[config.mk]
export PLATFORM = sky130hd
export DESIGN_NAME = fetch_buffer
export DESIGN_NICKNAME = d
export VERILOG_FILES = /design/src/rtl/fetch_buffer.sv
export SDC_FILE = /design/constraint.sdc
export NUM_CORES = 1
export LEC_CHECK = 0
export ABC_CLOCK_PERIOD_IN_PS = 3600
export CAP_MARGIN = 20
export CORE_MARGIN = 8
export CORE_UTILIZATION = 50
export CTS_CLUSTER_SIZE = 28
export DETAILED_ROUTE_END_ITERATION = 10
export PLACE_DENSITY = 0.8
export REMOVE_ABC_BUFFERS = 1
export SETUP_SLACK_MARGIN = 0.3
export SYNTH_ARGS = -nofsm -noshare
export SYNTH_HDL_FRONTEND = slang
export SYNTH_SLANG_ARGS = --single-unit
[constraint.sdc]
create_clock -name clk -period 3.6 [get_ports clk]
set_input_delay 0.36 -clock clk [delete_from_list [all_inputs] [get_ports clk]]
set_output_delay 0.36 -clock clk [all_outputs]
set_load 0.03 [all_outputs]
[src/rtl/fetch_buffer.sv]
// ----------------------------------------------------------------------------
// fetch_buffer
//
// Instruction fetch front end. Issues 8-byte aligned fetch requests to an
// instruction memory, pushes the two 32-bit instructions of each response
// (with their PCs) into a small FIFO, and presents the two oldest entries to
// the decoder. A redirect flushes the FIFO and restarts fetch at a new PC.
// A response that was already in flight when the redirect happened is dropped.
//
// Parameters
//   DEPTH     FIFO entries (power of two, >= 4)
//   RESET_PC  first fetch address after reset
//
// Ports
//   clk          clock, all state updates on the rising edge
//   rst          synchronous reset, active-low (0 = reset)
//   imem_req     fetch request valid
//   imem_addr    fetch address, always 8-byte aligned
//   imem_ready   memory accepts the request this cycle
//   imem_rvalid  fetch response valid
//   imem_rdata   response: [31:0] instr at addr, [63:32] instr at addr+4
//   redirect_en  flush and restart fetch at redirect_pc
//   redirect_pc  restart address (bits [1:0] ignored)
//   deq_ready    downstream consumes all presented instructions this cycle
//   instruction  presented instructions, slot 0 = older
//   instr_valid  slot valid flags (slot 1 never valid without slot 0)
//   instr_pc     PC of each presented slot
// ----------------------------------------------------------------------------
module fetch_buffer #(
    parameter int          DEPTH    = 8,
    parameter logic [31:0] RESET_PC = 32'h8000_0000
) (
    input  logic        clk,
    input  logic        rst,
    output logic        imem_req,
    output logic [31:0] imem_addr,
    input  logic        imem_ready,
    input  logic        imem_rvalid,
    input  logic [63:0] imem_rdata,
    input  logic        redirect_en,
    input  logic [31:0] redirect_pc,
    input  logic        deq_ready,
    output logic [31:0] instruction [0:1],
    output logic        instr_valid [0:1],
    output logic [31:0] instr_pc    [0:1]
);

    localparam int PTR_W = $clog2(DEPTH);
    localparam int CNT_W = PTR_W + 1;

    typedef enum logic [1:0] {
        S_IDLE = 2'd0,  // no request outstanding
        S_WAIT = 2'd1,  // request accepted, response pending
        S_DROP = 2'd2   // pending response belongs to a flushed stream
    } state_t;

    state_t state_reg, state_next;

    logic [PTR_W-1:0] head_reg, head_next;
    logic [PTR_W-1:0] tail_reg, tail_next;
    logic [PTR_W-1:0] tail_plus1;
    logic [CNT_W-1:0] count_reg, count_next;

    // PCs are kept as 8-byte block numbers; the low three bits are implied.
    logic [28:0] fetch_blk_reg, fetch_blk_next;  // next block to request
    logic [28:0] resp_blk_reg, resp_blk_next;    // block of the pending request
    logic        skip_low_reg, skip_low_next;    // first response: drop low half

    logic [1:0]  push_cnt;
    logic [1:0]  pop_cnt;
    logic [1:0]  avail_cnt;
    logic        space_ok;

    logic [31:0] wr0_instr, wr0_pc;
    logic [31:0] wr1_instr, wr1_pc;

    logic [31:0] instr_mem [DEPTH];
    logic [31:0] pc_mem    [DEPTH];

    // Only bits [31:3] select the block and bit [2] selects the half; the
    // byte offset within an instruction carries no information here.
    logic unused_redirect_bits;
    assign unused_redirect_bits = ^redirect_pc[1:0];

    // A full response is two entries, so a request is only issued when two
    // free slots exist using the count before this cycle's pop. Pops while
    // the request is outstanding can only add room, so the push never
    // overflows.
    assign space_ok  = (count_reg <= CNT_W'(DEPTH - 2));
    assign imem_addr = {fetch_blk_reg, 3'b000};

    // ------------------------------------------------------------------
    // FSM: next state, request and push control
    // ------------------------------------------------------------------
    always_comb begin
        state_next     = state_reg;
        fetch_blk_next = fetch_blk_reg;
        resp_blk_next  = resp_blk_reg;
        skip_low_next  = skip_low_reg;
        imem_req       = 1'b0;
        push_cnt       = 2'd0;

        case (state_reg)
            S_IDLE: begin
                // Stray responses while idle are ignored (e.g. one that was
                // in flight across a reset).
                imem_req = rst && !redirect_en && space_ok;
                if (imem_req && imem_ready) begin
                    state_next     = S_WAIT;
                    resp_blk_next  = fetch_blk_reg;
                    fetch_blk_next = fetch_blk_reg + 29'd1;
                end
            end
            S_WAIT: begin
                if (imem_rvalid) begin
                    state_next = S_IDLE;
                    if (!redirect_en) begin
                        push_cnt      = skip_low_reg ? 2'd1 : 2'd2;
                        skip_low_next = 1'b0;
                    end
                end else if (redirect_en) begin
                    state_next = S_DROP;
                end
            end
            S_DROP: begin
                // The flushed stream's response is consumed and discarded.
                // A redirect here changes nothing about that.
                if (imem_rvalid) begin
                    state_next = S_IDLE;
                end
            end
            default: begin
                state_next = S_IDLE;
            end
        endcase

        if (redirect_en) begin
            fetch_blk_next = redirect_pc[31:3];
            skip_low_next  = redirect_pc[2];
            push_cnt       = 2'd0;
        end
    end

    // Write port 0 takes the low half, unless the stream starts at the upper
    // word of the block, in which case only the high half is written.
    always_comb begin
        wr0_instr = skip_low_reg ? imem_rdata[63:32] : imem_rdata[31:0];
        wr0_pc    = skip_low_reg ? {resp_blk_reg, 3'b100} : {resp_blk_reg, 3'b000};
        wr1_instr = imem_rdata[63:32];
        wr1_pc    = {resp_blk_reg, 3'b100};
    end

    // ------------------------------------------------------------------
    // FIFO pointers and occupancy
    // ------------------------------------------------------------------
    always_comb begin
        avail_cnt = (count_reg >= CNT_W'(2)) ? 2'd2 : count_reg[1:0];
        pop_cnt   = (deq_ready && !redirect_en) ? avail_cnt : 2'd0;
    end

    assign tail_plus1 = tail_reg + PTR_W'(1);

    always_comb begin
        head_next  = head_reg + PTR_W'(pop_cnt);
        tail_next  = tail_reg + PTR_W'(push_cnt);
        count_next = count_reg + CNT_W'(push_cnt) - CNT_W'(pop_cnt);
        if (redirect_en) begin
            head_next  = tail_reg;
            tail_next  = tail_reg;
            count_next = '0;
        end
    end

    // ------------------------------------------------------------------
    // State registers
    // ------------------------------------------------------------------
    always_ff @(posedge clk) begin
        if (!rst) begin
            state_reg     <= S_IDLE;
            head_reg      <= '0;
            tail_reg      <= '0;
            count_reg     <= '0;
            fetch_blk_reg <= RESET_PC[31:3];
            resp_blk_reg  <= RESET_PC[31:3];
            skip_low_reg  <= 1'b0;
        end else begin
            state_reg     <= state_next;
            head_reg      <= head_next;
            tail_reg      <= tail_next;
            count_reg     <= count_next;
            fetch_blk_reg <= fetch_blk_next;
            resp_blk_reg  <= resp_blk_next;
            skip_low_reg  <= skip_low_next;
        end
    end

    // Storage has no reset; validity is tracked solely by count_reg.
    always_ff @(posedge clk) begin
        if (push_cnt != 2'd0) begin
            instr_mem[tail_reg] <= wr0_instr;
            pc_mem[tail_reg]    <= wr0_pc;
        end
        if (push_cnt == 2'd2) begin
            instr_mem[tail_plus1] <= wr1_instr;
            pc_mem[tail_plus1]    <= wr1_pc;
        end
    end

    // ------------------------------------------------------------------
    // Presentation slots, read combinationally from the FIFO head.
    // Slot validity derives from the count, so slot 1 can only be valid
    // when slot 0 is.
    // ------------------------------------------------------------------
    genvar gi;
    generate
        for (gi = 0; gi < 2; gi++) begin : g_slot
            logic [PTR_W-1:0] rd_ptr;
            assign rd_ptr          = head_reg + PTR_W'(gi);
            assign instruction[gi] = instr_mem[rd_ptr];
            assign instr_pc[gi]    = pc_mem[rd_ptr];
            assign instr_valid[gi] = rst && (count_reg > CNT_W'(gi));
        end
    endgenerate

    // Occupancy can never exceed the FIFO size.
    assert property (@(posedge clk) disable iff (!rst) count_reg <= CNT_W'(DEPTH));

endmodule
### Word-level counts from Yosys, hierarchy flattened

Memory sizes are Yosys's and may differ from the RTL's. A register that Yosys moved wholly into a read port is not among the register bits.
Index checks and enable logic that the tools add are counted.

* input port bits: 102
* latch bits: 0
* logic and storage cells: 72
* memories: 2
* bits in writable memories: 512
* memory bits (read-only): 0
* flip-flop bits (word level): 71

Memories
* instr_mem: depth 8, bits a word 32, read ports 2, clocked after Yosys merged registers in 1, wr ports 2, RTL line 77 `logic [31:0] instr_mem [DEPTH];`
* pc_mem: depth 8, bits a word 32, read ports 2, clocked after Yosys merged registers in 1, wr ports 2, RTL line 78 `logic [31:0] pc_mem [DEPTH];`

* multiply operators: 0
* order comparisons: 4
* equality and inequality tests: 6
* reduce and logical (&&, ||, !) cells: 18
* bitwise logic cells: 1
* shift operators: 0
* add/subtract/negate cells: 7
* multiplexer cells: 27
* div/mod/pow operators: 0

Operator list (count)
* 29-bit two-way mux: 3
* 32-bit two-way mux: 1
* 29-bit by 1-bit adder with 29-bit output (second input constant): 1
* 2-bit two-way mux: 10
* 3-bit two-way mux: 4
* 2-bit nonzero test: 5
* 4-bit by 1-bit > comparator with 1-bit output (second input constant): 2
* 1-bit two-way mux: 8
* 3-bit by 1-bit adder with 3-bit output (second input constant): 2
* 3-bit by 2-bit adder with 3-bit output: 2
* 1-bit logical AND: 6
* 2-bit one-hot mux with 3 select lines: 1
* 2-bit AND reduction: 3
* 4-bit by 2-bit adder with 4-bit output: 1
* 2-bit equality test (second input constant): 2
* 4-bit by 2-bit >= comparator with 1-bit output (second input constant): 1
* 4-bit by 3-bit <= comparator with 1-bit output (second input constant): 1
* 2-bit != test (second input constant): 2
* 4-bit by 2-bit subtractor with 4-bit output: 1
* 3-bit != test (second input constant): 1
* 3-bit AND reduction: 1
* 2-bit by 1-bit equality test with 1-bit output (second input constant): 1
* 2-bit logical NOT: 1
* 2-bit OR reduction: 1
* 2 further kinds: 2

### Logic depth before layout (Yosys ltp)

* depth after elaboration: 7
* depth in mapped cells: 11
* gate-level depth less buffers: 10

### Least setup slack after synthesis

No wires, ideal clock.

* path kind: register to register
* start point: register tail_reg[0]
* end point: memory instr_mem[5][0] (enable)
* stages on the path, launching flop included: 6
* path slack: 0.004 ns
* arrival time: 3.150 ns
* required time: 3.154 ns
* library setup time: 0.446 ns
* cells stage by stage: dfxtp_1 ha_1 nor3_1 nand2_1 nand2_1 clkbuf_1

RTL lines
* start, declared: RTL line 60 `logic [PTR_W-1:0] tail_reg, tail_next;`
* start signal, assigned: RTL line 189 `tail_reg <= tail_next;`
* end, declared: RTL line 77

==> results.toml <==
[status]
status = "complete, no violations"

[setup_path]
max_stage_delay_ns = 0.62
crit_path_start_kind = "register"
critPathArrivalTime_ns = 2.94
cp_slowest_cell = "clkdlybuf4s50_1"
worstReg2RegStart = "state_reg[0]$_SDFFE_PN0P_"
r2r_cells = 6
critPathMaxFanout = 16
cp.required_ns = 3.24
critPathKind = "register to primary output"
r2r_end = "pc_mem[4][13]$_DFFE_PP_"
path_cells = "buf_4, buf_16, mux4_2, mux2_2, clkdlybuf4s50_1"
reg2reg_slack_ns = 0.81
worstSetupEndpointType = "primary output"

[routing]
wire_per_inst_um = 26.4
drt-initial-drc-count = 2625
via_per_inst = 6.42
vias = 21500
routed_wl_um = 88700
drtPass1Iterations = 6
antenna_left = 0
drc = 0

[yosys]
synth_top_area_frac = 0.482
ys_warn_count = 0
synth-edff-count = 488
synthCells = 2338
syn_avg_cell_area_um2 = 13.0
seq_area_frac_synth = 0.534
async_flop_share = 0
synth.cell_area_um2 = 30400
synthTopCellsByArea = "edfxtp_1 48%, mux4_2 18%, dfxtp_1 5.2%"
synth.distinct_cells = 53
synth_flop_cell = "edfxtp_1"
ys_ff_latch = 567
synth_top_area_cell = "edfxtp_1"

[floorplan]
dieHeight_um = 263
io_pins = 265
core_um2 = 60200
start_util = 0.505
die_width_um = 263
dieArea_um2 = 69000
fp-row-count = 90

[grt]
grt_pass1_wl_um = 133000
antenna_found_initial = 1
grt_max_degree = 66
grt-ovfl-total = 0
grtUsageTotal = 0.247
grt_pass1_vias = 22200

[cts]
root_buffer = "clkbuf_16"
cts_tree = "done"
path_clk_slew_ns = 0.06
cts_made_buffers = 59
clkLatencyLatePin_ns = 0.62
clk_path_buf_depth = 3
htreeDepth = 2
cts.sinks = 567
hold_buffers = 0

[layout]
fin_nets = 2639
layout.cells.most_common = "edfxtp_1"
largest_reg_flops = 256
final_cell_mix = "488 x edfxtp_1, 286 x a21oi_1, 279 x nor2_1"
top_register = "instr_mem"
final_cells = 3354
syn_to_final_growth_pct = 19.9
fill_cells = 4431
fin_util = 0.605
largestRegisters = "instr_mem x256, pc_mem x240"
drive_gt1_frac = 0.239

[timing]
fin_crit_sh = 0.916
slew_headroom = 0.325
fin_setup_tns_ns = 0
final_hold_viol_count = 0
timing.fmax_mhz = 303
setup_viol = 0
worst_pin_slew_ns = 1.01
fin_worst_skew_ns = 0.0192
holdWs_ns = 0.344
slew_viol_final = 0
rsz0062_at_grt = "yes"
min_period_ns = 3.30

[min_path]
min-delay-start = "redirect_pc[27]"
min_path_type = "input port to register"
hold-path-cell-count = 3
min_to = "fetch_blk_reg[24]$_SDFFE_PN0P_"

[job]
cap_viol_max_count = 0

[placement]
gp_congestion = 0.830
hpwlAfterDp_um = 52300
dp.cells = 3224
io_buffer_count = 255

[power]
peakVddDrop_mv = 0.361
total_power_mw = 14.3
leakage_nw = 12.2
p_per_area_nw_per_um2 = 391
## worst max-delay path by stage
stage                     slack (ns)                   start                 endpoint
after global routing            0.25  head_reg[0]$_SDFF_PN0_             instr_pc[35]
after global placement          0.34             redirect_en  pc_mem[4][13]$_DFFE_PP_
after floorplan                -8.84  head_reg[0]$_SDFF_PN0_             instr_pc[10]
final                           0.30  head_reg[1]$_SDFF_PN0_             instr_pc[35]
after detailed placement        0.25             redirect_en   pc_mem[4][4]$_DFFE_PP_
after CTS                       0.15  head_reg[1]$_SDFF_PN0_             instr_pc[61]
## kinds of logic after synthesis
kind of cell	count (synthesis)	share of synthesized area
simple gates	723	0.116
flops	567	0.534
mux	413	0.243
compound gates	371	0.0670
buf+inv	239	0.0304
fa+ha+maj	15	0.00667
xor+xnor	9	0.00259
other cells	1	0.000123
## area by class of cell
cell class              count  area [um^2]  share of cell area
well taps                 782          978              0.0268
repair buffers            338         3820               0.105
inverters                  18         73.8             0.00203
multi-input cells        1538        13400               0.368
flip-flops and latches    567        16200               0.446
clock buffers              70         1560              0.0428
diodes                      1         2.50           0.0000686
clock inverters            40          364             0.00999
## synthesized netlist by cell type (all sizes together) (4+ instances only)
master	instances
mux2	125
xor2	4
buf	78
edfxtp	488
nand2	117
o21ai	14
and3	8
or3	5
mux4	248
clkbuf	143
ha	13
nor2b	151
nor3	10
a21boi	33
xnor2	5
o211ai	7
nor2	279
dfxtp	79
mux2i	40
nor3b	4
or4	4
and2	94
nand4	11
a31oi	9
a21oi	287
nand3	26
inv	17
## through the flow
step / setup WS, ns / area [um^2]
6_report: 0.303 / 36500
5_1_grt: 0.248 / 36500
4_1_cts: 0.148 / 36100
3_5_place_dp: 0.246 / 34000
3_3_place_gp: 0.342 / 34000
2_1_floorplan: -8.84 / 29600
## critical path, delay by kind of cell, from the launching register on
kind                   cells  cell delay, ns
multiplexers               2            0.88
flip-flops                 1            0.47
buffers and inverters      3            0.97
## power by group
| group | internal, mW | total, mW | switching (mW) | leakage [nW] |
|---|---|---|---|---|
| Combinational | 0.403 | 0.905 | 0.502 | 6.30 |
| Sequential | 7.15 | 7.24 | 0.0882 | 4.90 |
| Clock | 3.52 | 6.11 | 2.59 | 0.955 |
## repair_timing
action                     4_1_cts  5_1_grt
gates resized for setup         27       53
setup buffers                    5        4
setup endpoints to repair      117       78
gates cloned                     4        6
pin swaps                        1        0
## routing by layer
layer | track usage | up-vias | wire [um]
li1 | - | 9210 | -
met1 | 0.310 | 10900 | 32500
met4 | 0.0794 | 2 | 2440
met3 | 0.0471 | 171 | 9070
met5 | 0 | - | 13
met2 | 0.428 | 1300 | 44600
(Power assumes the default switching activity.)
